$ cat src/rtl/anim_sequencer_pkg.sv
// Shared display package: LCD geometry, pixel width and sequencer state
// encodings. Used by anim_sequencer and the spi_lcd driver.
package anim_sequencer_pkg;

  localparam int LCD_H = 162;  // rows per frame
  localparam int LCD_W = 132;  // pixels per row
  localparam int PIX_W = 16;   // RGB565 pixel width

  typedef enum logic {
    ST_IDLE = 1'b0,
    ST_PLAY = 1'b1
  } anim_state_t;

endpackage

$ cat src/rtl/anim_sequencer_frame_timer.sv
// Frame timer: counts LCD refreshes per frame and steps the frame index.
// Ports:
//   clk, rst   - clock, synchronous active-high reset
//   clear      - restart at frame 0, hold count 0 (new animation loaded)
//   tick       - one LCD refresh completed while playing
//   frame_idx  - frame currently displayed
//   advance    - the next tick will move to another frame
//   wrap       - the next tick will move past the last frame
module frame_timer #(
  parameter int NUM_FRAMES   = 8,
  parameter int HOLD_REFRESH = 3,
  parameter int FRAME_W      = 3
) (
  input  logic               clk,
  input  logic               rst,
  input  logic               clear,
  input  logic               tick,
  output logic [FRAME_W-1:0] frame_idx,
  output logic               advance,
  output logic               wrap
);

  localparam int HOLD_W = $clog2(HOLD_REFRESH + 1);
  localparam logic [HOLD_W-1:0]  HOLD_LAST  = HOLD_W'(HOLD_REFRESH - 1);
  localparam logic [FRAME_W-1:0] FRAME_LAST = FRAME_W'(NUM_FRAMES - 1);

  logic [HOLD_W-1:0]  hold_q;
  logic [FRAME_W-1:0] frame_q;

  // Look-ahead flags so the parent can decide its next state from them
  // without a combinational path back through tick.
  assign advance   = (hold_q == HOLD_LAST);
  assign wrap      = advance && (frame_q == FRAME_LAST);
  assign frame_idx = frame_q;

  always_ff @(posedge clk) begin
    if (rst || clear) begin
      hold_q  <= '0;
      frame_q <= '0;
    end else if (tick) begin
      if (advance) begin
        hold_q  <= '0;
        frame_q <= wrap ? '0 : frame_q + FRAME_W'(1);
      end else begin
        hold_q <= hold_q + HOLD_W'(1);
      end
    end
  end

endmodule

$ cat src/rtl/anim_sequencer.sv
// Animation sequencer: selects which stored animation/frame the LCD shows
// and converts the driver's row request into a frame ROM row address.
// All visible changes happen only on lcd_frame_done so a refresh never
// mixes two frames.
// Ports:
//   clk, rst        - clock, synchronous active-high reset
//   go              - request to advance to the next animation (pulses accumulate)
//   loop_en         - 1 loops the current animation, 0 plays it once
//   lcd_row         - row being fetched by the LCD driver
//   lcd_frame_done  - end-of-refresh pulse from the LCD driver
//   rom_addr        - registered frame ROM row address (1-cycle latency)
//   anim_id         - animation displayed
//   frame_idx       - frame displayed
//   playing         - high while in PLAY
module anim_sequencer #(
  parameter  int NUM_ANIM     = 4,
  parameter  int NUM_FRAMES   = 8,
  parameter  int HOLD_REFRESH = 3,
  parameter  int LCD_H        = anim_sequencer_pkg::LCD_H,
  parameter  int LCD_W        = anim_sequencer_pkg::LCD_W,
  localparam int ANIM_W       = $clog2(NUM_ANIM),
  localparam int FRAME_W      = (NUM_FRAMES > 1) ? $clog2(NUM_FRAMES) : 1,
  localparam int ADDR_W       = $clog2(NUM_ANIM * NUM_FRAMES * LCD_H)
) (
  input  logic              clk,
  input  logic              rst,
  input  logic              go,
  input  logic              loop_en,
  input  logic [7:0]        lcd_row,
  input  logic              lcd_frame_done,
  output logic [ADDR_W-1:0] rom_addr,
  output logic [ANIM_W-1:0] anim_id,
  output logic [FRAME_W-1:0] frame_idx,
  output logic              playing
);

  import anim_sequencer_pkg::*;

  localparam logic [ANIM_W-1:0] ANIM_LAST = ANIM_W'(NUM_ANIM - 1);

  anim_state_t       state_q, state_d;
  logic [ANIM_W-1:0] anim_q, anim_d;
  logic              pend_q, pend_d;
  logic [ANIM_W-1:0] tgt_q, tgt_d;
  logic [ADDR_W-1:0] addr_p1;

  logic [ANIM_W-1:0] base, go_tgt, tgt_eff;
  logic              pend_eff;
  logic              timer_clear, timer_tick;
  logic              advance, wrap;

  // Out-of-range rows saturate to the last visible row.
  function automatic logic [7:0] clamp_row(input logic [7:0] row);
    clamp_row = (32'(row) >= 32'(LCD_H)) ? 8'(LCD_H - 1) : row;
  endfunction

  function automatic logic [ADDR_W-1:0] row_addr(input logic [ANIM_W-1:0]  a,
                                                 input logic [FRAME_W-1:0] f,
                                                 input logic [7:0]         row);
    row_addr = ADDR_W'((32'(a) * 32'(NUM_FRAMES) + 32'(f)) * 32'(LCD_H)
                       + 32'(clamp_row(row)));
  endfunction

  frame_timer #(
    .NUM_FRAMES   (NUM_FRAMES),
    .HOLD_REFRESH (HOLD_REFRESH),
    .FRAME_W      (FRAME_W)
  ) u_frame_timer (
    .clk       (clk),
    .rst       (rst),
    .clear     (timer_clear),
    .tick      (timer_tick),
    .frame_idx (frame_idx),
    .advance   (advance),
    .wrap      (wrap)
  );

  // A go in the same cycle as lcd_frame_done is folded into the pending
  // request first, so it takes effect at that very boundary.
  always_comb begin
    base     = pend_q ? tgt_q : anim_q;
    go_tgt   = (base == ANIM_LAST) ? '0 : base + ANIM_W'(1);
    pend_eff = pend_q | go;
    tgt_eff  = go ? go_tgt : tgt_q;
  end

  always_comb begin
    state_d     = state_q;
    anim_d      = anim_q;
    pend_d      = pend_eff;
    tgt_d       = tgt_eff;
    timer_clear = 1'b0;
    timer_tick  = 1'b0;
    if (lcd_frame_done) begin
      if (pend_eff) begin
        pend_d      = 1'b0;
        timer_clear = 1'b1;
        anim_d      = tgt_eff;
        // Cycling round to animation 0 means back to the static screen.
        state_d     = (tgt_eff == '0) ? ST_IDLE : ST_PLAY;
      end else if (state_q == ST_PLAY) begin
        timer_tick = 1'b1;
        if (wrap && !loop_en) begin
          state_d = ST_IDLE;
          anim_d  = '0;
        end
      end
    end
  end

  always_ff @(posedge clk) begin
    if (rst) begin
      state_q <= ST_IDLE;
      anim_q  <= '0;
      pend_q  <= 1'b0;
      tgt_q   <= '0;
      addr_p1 <= '0;
    end else begin
      state_q <= state_d;
      anim_q  <= anim_d;
      pend_q  <= pend_d;
      tgt_q   <= tgt_d;
      // stage p1: registered ROM row address
      addr_p1 <= row_addr(anim_q, frame_idx, lcd_row);
    end
  end

  assign rom_addr = addr_p1;
  assign anim_id  = anim_q;
  assign playing  = (state_q == ST_PLAY);

endmodule

$ cat config.mk
export PLATFORM = sky130hd
export DESIGN_NAME = anim_sequencer
export DESIGN_NICKNAME = d
export VERILOG_FILES = /design/src/rtl/anim_sequencer_pkg.sv /design/src/rtl/anim_sequencer_frame_timer.sv /design/src/rtl/anim_sequencer.sv
export SDC_FILE = /design/constraint.sdc
export NUM_CORES = 1
export LEC_CHECK = 0
export CAP_MARGIN = 20
export CORE_ASPECT_RATIO = 0.9
export CORE_MARGIN = 2
export CORE_UTILIZATION = 39
export DETAILED_ROUTE_END_ITERATION = 6
export PLACE_DENSITY_LB_ADDON = 0.15
export SLEW_MARGIN = 20
export SYNTH_ARGS = -nofsm -noshare
export SYNTH_HDL_FRONTEND = slang
export SYNTH_SLANG_ARGS = --single-unit
export TNS_END_PERCENT = 50
$ cat constraint.sdc
create_clock -name clk -period 3.6 [get_ports clk]
set_clock_uncertainty 0.1 [all_clocks]
set_input_delay 0.72 -clock clk [delete_from_list [all_inputs] [get_ports clk]]
set_output_delay 0.72 -clock clk [all_outputs]
set_load 0.005 [all_outputs]
==> results.md, run 1 <==
- Status: finished, final reports clean
- Mapped Cells: 168
- R2R setup slack: 0.89 ns
- Syn Area/Cell: 8.81 µm²
- Clk sinks: 24
- Final routed DRC violation total: 0
- Synth unique cells: 36
- Crit path depth: 12
- Clk buf depth: 2
- Clock Power Share: 0.380
- Leak Pwr: 0.839 nW
- Peak VDD IR: 0.000134 V
- Worst slack at placement: -0.117 ns
- Hold Path Class: reg -> reg
- Post-synth EDFFs: 0
- Hold Path Cell Cnt: 2
- Routed Antenna Nets: 0
- DP Area: 1860 µm²
- Post-synthesis cell area: 1480 µm²
- Final Wtd Congestion: 0.769
- Final-report max-slew violation count: 0
- I/O Buffers: 31
- Clock Latency Late Sink: 0.27 ns
- Detail Placement HPWL: 2440 µm
- Top delay family on crit path: compound AO/OA/AOI/OAI gates
- Worst-Margin Slew: 0.756 ns
- # IOs: 32
- Effective utilization at floorplan: 0.402
- Vias per cell: 5.26
- Pint: 0.481 mW
- Rows: 21
- Post-Syn Nets: 204
- Combinational share of power: 0.160
- # H-tree levels: 1
- Final Cycle Share: 0.937
- Async S/R FF share, synth: 0
- Final Hold Viols: 0
- Min Hold Slack: 0.407 ns
- Final instance area: 1940 µm²
- Ys flop type: dfxtp_1
- Largest net degree at the start of global routing: 21
- Crit-path cells: clkdlybuf4s50_1 > o41a_1 > o21ai_1 > and2_1 > ha_1 > inv_1 > fa_1 > nor2b_1 > o31a_1 > o21ai_0 > or3_1 > a21oi_1
- Area grow syn2layout: 30.9%
- RSZ-0062 raised after global routing: false
- Die X: 68.9 µm
- WS Path Type: in -> reg
- Worst reg2reg path startpoint: anim_id[1]
- Tmin final: 3.37 ns
- Ratio of cells with drive above 1 in the final layout: 0.0539
- CP max FO: 4
- Routed WL: 3050 µm
- Max_cap viols: 0
- Vias in the first global route: 1,176
- FF+latch count, synth: 24
- Routed WL per cell: 12.2 µm
- WHS Endpoint: u_frame_timer.hold_q[1]
- CTS tree: done
- Core box area: 3680 µm²
- Initial antenna violation count: 0
- Clock root buffer master: clkbuf_8
- CTS clk-pin slew, worst paths: 0.09 ns
- Yosys warnings: 0
- Seq/Total Area, Yosys: 0.325
- CP bufs+invs: 2
- Detailed router's first-iteration violation count: 34
- Die Y: 62.4 µm
- Worst Path Arrival: 3.46 ns
- Slowest CP cell: o41a_1
- Most common cell after layout, fill and taps aside: clkdlybuf4s50_1
- CTS buffer count: 3
- Power Density: 321 nW/µm²
- # diodes: 0
- Max frequency: 296 MHz
- Seq pwr share: 0.460
- Required time of the critical path: 3.69 ns
- Min-delay src: u_frame_timer.hold_q[1]
- Final setup viols: 0
- P_sw: 0.141 mW
- Most frequent cells in the layout: clkdlybuf4s50_1, dfxtp_1, ha_1
- Reg2reg end: rom_addr[11]
- Final worst setup slack: 0.227 ns
- Final global-route overflow total: 0
- Full die area: 4300 µm²
- Reg2reg path depth: 8
- Post-layout util: 0.527
- Fin nets: 241
- Hold Buf Count CTS: 0
- Drt pass-1 iters: 4
- Slowest Stage Delay on Critical Path: 0.42 ns
- Slew HR: 0.495
- Switching share of power: 0.226
- Global-route wire length before repair: 5040 µm
- Type of destination of the critical path: flop
- Worst setup SP type: primary input
- DR vias: 1,315
- Overall routing resource usage: 0.150
==> through the flow <==
step	setup TNS, ns	cells	total power [mW]
after global placement	0	245	0.389
final	0	250	0.621
after floorplan	0	168	0.344
after detailed placement	-0.117	245	0.392
after CTS	0	249	0.631
after global routing	0	250	0.655
==> power by group through the flow <==
| stage | Sequential [mW] | Combinational (mW) | Clock [mW] |
|---|---|---|---|
| global route | 0.288 | 0.112 | 0.255 |
| floorplan | 0.292 | 0.0518 | 0 |
| global placement | 0.292 | 0.0976 | 0 |
| finish | 0.286 | 0.0993 | 0.236 |
| CTS | 0.286 | 0.100 | 0.245 |
| detailed placement | 0.293 | 0.0992 | 0 |
==> registers in the layout, indices dropped and copies added (netlist names) <==
name	cells
rom_addr	13
u_frame_timer.frame_idx	3
anim_id	2
tgt_q	2
u_frame_timer.hold_q	2
pend_q	1
playing	1
==> cell usage after synthesis (3+ instances only) <==
library cell	instances	area (µm²)
a211oi_1	4	30.0
a21o_1	3	22.5
a21oi_1	14	70.1
and2_1	3	18.8
clkbuf_1	3	11.3
dfxtp_1	24	480
ha_1	22	275
inv_1	6	22.5
nand2_1	11	41.3
nand3_1	4	20.0
nor2_1	14	52.6
nor2b_1	6	37.5
nor3_1	7	35.0
o21a_1	3	22.5
o21ai_0	7	35.0
or3_1	3	18.8
xor2_1	7	61.3
==> what timing repair did <==
item / 4_1_cts / 5_1_grt
endpoints found under the setup margin: 0 / 1
buffers inserted: 0 / 1
gates resized for setup: 0 / 1
==> logic make-up (layout without fill, tap and decap cells) <==
logic type      Yosys count  in the layout  share of synthesized area
fa+ha+maj                23             23                      0.199
flops                    24             24                      0.325
buf+inv                   9             45                     0.0228
xor+xnor                  9              9                     0.0533
simple gates             61             61                      0.221
compound gates           42             42                      0.179
==> worst reg2reg max path, delay by kind of cell (launching register included) <==
| kind | cells | cell delay, ns |
|---|---|---|
| flip-flops | 1 | 0.47 |
| AND/OR/NAND/NOR | 2 | 0.52 |
| adder cells (fa/ha/maj) | 3 | 0.92 |
| AO/OA/AOI/OAI | 2 | 0.42 |
| XOR/XNOR | 1 | 0.20 |
==> how the worst max path moves through the flow <==
stage                     from      endpoint  slack [ns]
floorplan           lcd_row[4]  rom_addr[11]        0.38
global placement    lcd_row[4]  rom_addr[11]        0.01
detailed placement  lcd_row[4]  rom_addr[11]       -0.12
CTS                 lcd_row[4]  rom_addr[11]        0.17
global route        lcd_row[4]  rom_addr[11]        0.03
finish              lcd_row[4]  rom_addr[11]        0.23
==> area by class of cell <==
| cell class | instances | area, µm² |
|---|---|---|
| multi-input cells | 135 | 966 |
| well taps | 46 | 57.6 |
| flip-flops and latches | 24 | 480 |
| clock buffers | 3 | 41.3 |
| inverters | 6 | 22.5 |
| fillers | 346 | 1740 |
| repair buffers | 35 | 340 |
| clock inverters | 1 | 30.0 |
==> per-layer routing <==
metal  global-route usage  part of all wire  up-vias
met3               0.0324             0.049        4
met2                0.239              0.47       26
met4               0.0441            0.0095        0
met1                0.201              0.47      603
li1                     -                 -      682
met5                    0                 0        -
No activity file was read; power rests on OpenSTA's default activity.
==> inputs of run 2 (changes only) <==
--- a/config.mk
+++ b/config.mk
@@ -5,11 +5,12 @@
 export SDC_FILE = /design/constraint.sdc
 export NUM_CORES = 1
 export LEC_CHECK = 0
-export CAP_MARGIN = 20
 export CORE_ASPECT_RATIO = 0.9
 export CORE_MARGIN = 2
 export CORE_UTILIZATION = 39
 export DETAILED_ROUTE_END_ITERATION = 6
+export GPL_ROUTABILITY_DRIVEN = 0
+export MAX_ROUTING_LAYER = met4
 export PLACE_DENSITY_LB_ADDON = 0.15
 export SLEW_MARGIN = 20
 export SYNTH_ARGS = -nofsm -noshare
==> run 2 against run 1 <==
Register-to-register slack is essentially flat. Sequential share of layout area is the same. Worst hold slack barely moved. Via count did not move. Sequential power about the same.
==> results.md, run 2 (synthesis gave the netlist of run 1 again) <==
- Clk buf depth: 2
- # diodes: 0
- Hold Path Class: reg -> reg
- Effective utilization at floorplan: 0.402
- Tmin final: 3.37 ns
- Routed Antenna Nets: 0
- # H-tree levels: 1
- Post-layout util: 0.527
- Ratio of cells with drive above 1 in the final layout: 0.0539
- Most common cell after layout, fill and taps aside: clkdlybuf4s50_1
- Worst-Margin Slew: 0.756 ns
- Routed WL: 3050 µm
- WS Path Type: in -> reg
- Fin Setup TNS: 0 ns
- Full die area: 4300 µm²
- Type of destination of the critical path: flop
- Max_cap viols: 0
- Overall routing resource usage: 0.154
- Core box area: 3680 µm²
- Status: finished, final reports clean
- Hold Buf Count CTS: 0
- CTS buffer count: 3
- Die X: 68.9 µm
- Die Y: 62.4 µm
- Final Cycle Share: 0.937
- Initial antenna violation count: 0
- Most frequent cells in the layout: clkdlybuf4s50_1, dfxtp_1, ha_1
- Final routed DRC violation total: 0
- Routed WL per cell: 12.2 µm
- # IOs: 32
- Clock root buffer master: clkbuf_8
- Fin nets: 241
- Max frequency: 296 MHz
- Power, Total: 0.622 mW
- Rows: 21
- Peak VDD IR: 0.000134 V
- Drt pass-1 iters: 4
- Final setup viols: 0
- CP max FO: 4
- Final worst setup slack: 0.227 ns
- Detailed router's first-iteration violation count: 34
- Final global-route overflow total: 0
- Max reg flops: 13
- Area grow syn2layout: 30.9%
- Number of fill cells: 346
- Vias per cell: 5.26
- Worst setup SP type: primary input
- Leak Pwr: 0.839 nW
- Global-route wire length before repair: 5040 µm
- Clock Latency Late Sink: 0.27 ns
- CTS tree: done
- Worst Path Arrival: 3.46 ns
- Slew HR: 0.495
- Required time of the critical path: 3.69 ns
- Final Hold Viols: 0
- DP Area: 1860 µm²
- DR vias: 1,315
- Largest net degree at the start of global routing: 21
- Detail Placement HPWL: 2440 µm
- RSZ-0062 raised after global routing: false
- Final-report max-slew violation count: 0
- Clk sinks: 24
- CTS clk-pin slew, worst paths: 0.09 ns
- I/O Buffers: 31
- Final instance area: 1940 µm²
- Worst slack at placement: -0.117 ns
- Vias in the first global route: 1,176
- Power Density: 321 nW/µm²
-- run 2: cell counts in the layout (fill, tap and decap cells not counted) --
No cell type changed its count.
-- run 2: final timing paths --
| check | from | endpoint | slack [ns] | cells past startpoint |
|---|---|---|---|---|
| setup reg to reg | anim_id[1] | rom_addr[11] | 0.89 | 8 |
| hold reg to reg | u_frame_timer.hold_q[1] | u_frame_timer.hold_q[1] | 0.41 | 2 |
| setup / recovery | lcd_row[4] | rom_addr[11] | 0.23 | 12 |
| hold / removal | u_frame_timer.hold_q[1] | u_frame_timer.hold_q[1] | 0.41 | 2 |
-- run 2: routing by layer --
layer | GRT usage | part of all wire | vias up
met2 | 0.239 | 0.47 | 26
met4 | 0.0441 | 0.0075 | 0
met1 | 0.204 | 0.48 | 603
met3 | 0.0270 | 0.040 | 4
met5 | - | 0 | -
li1 | - | - | 682
-- run 2: metrics by stage --
stage | hold WS [ns] | std cells
after CTS | 0.411 | 249
final | 0.407 | 250
after global placement | 0.377 | 245
after detailed placement | 0.399 | 245
after floorplan | 0.366 | 168
after global routing | 0.443 | 250
-- run 2: final cells by class --
cell class              instances  area, µm²  area share
clock inverters                 1       30.0      0.0155
clock buffers                   3       41.3      0.0213
flip-flops and latches         24        480       0.248
well taps                      46       57.6      0.0297
inverters                       6       22.5      0.0116
multi-input cells             135        966       0.498
repair buffers                 35        340       0.176
-- run 2: power breakdown --
part           internal, mW  switching [mW]  leakage, nW  total [mW]
Combinational        0.0545          0.0449        0.607      0.0993
Clock                 0.149          0.0876       0.0357       0.236
Sequential            0.278         0.00812        0.197       0.286
Total                 0.481           0.141        0.839       0.622
-- run 2: timing repair --
item	CTS	global route
setup endpoints to repair	0	1
resized for setup	0	1
setup buffers	0	1
-- run 2: worst max-delay path, stage by stage --
cell             delay [ns]
clkdlybuf4s50_1        0.41
o41a_1                 0.42
o21ai_1                0.15
and2_1                 0.14
ha_1                   0.15
inv_1                  0.05
fa_1                   0.38
nor2b_1                0.17
o31a_1                 0.22
o21ai_0                0.13
or3_1                  0.36
a21oi_1                0.15
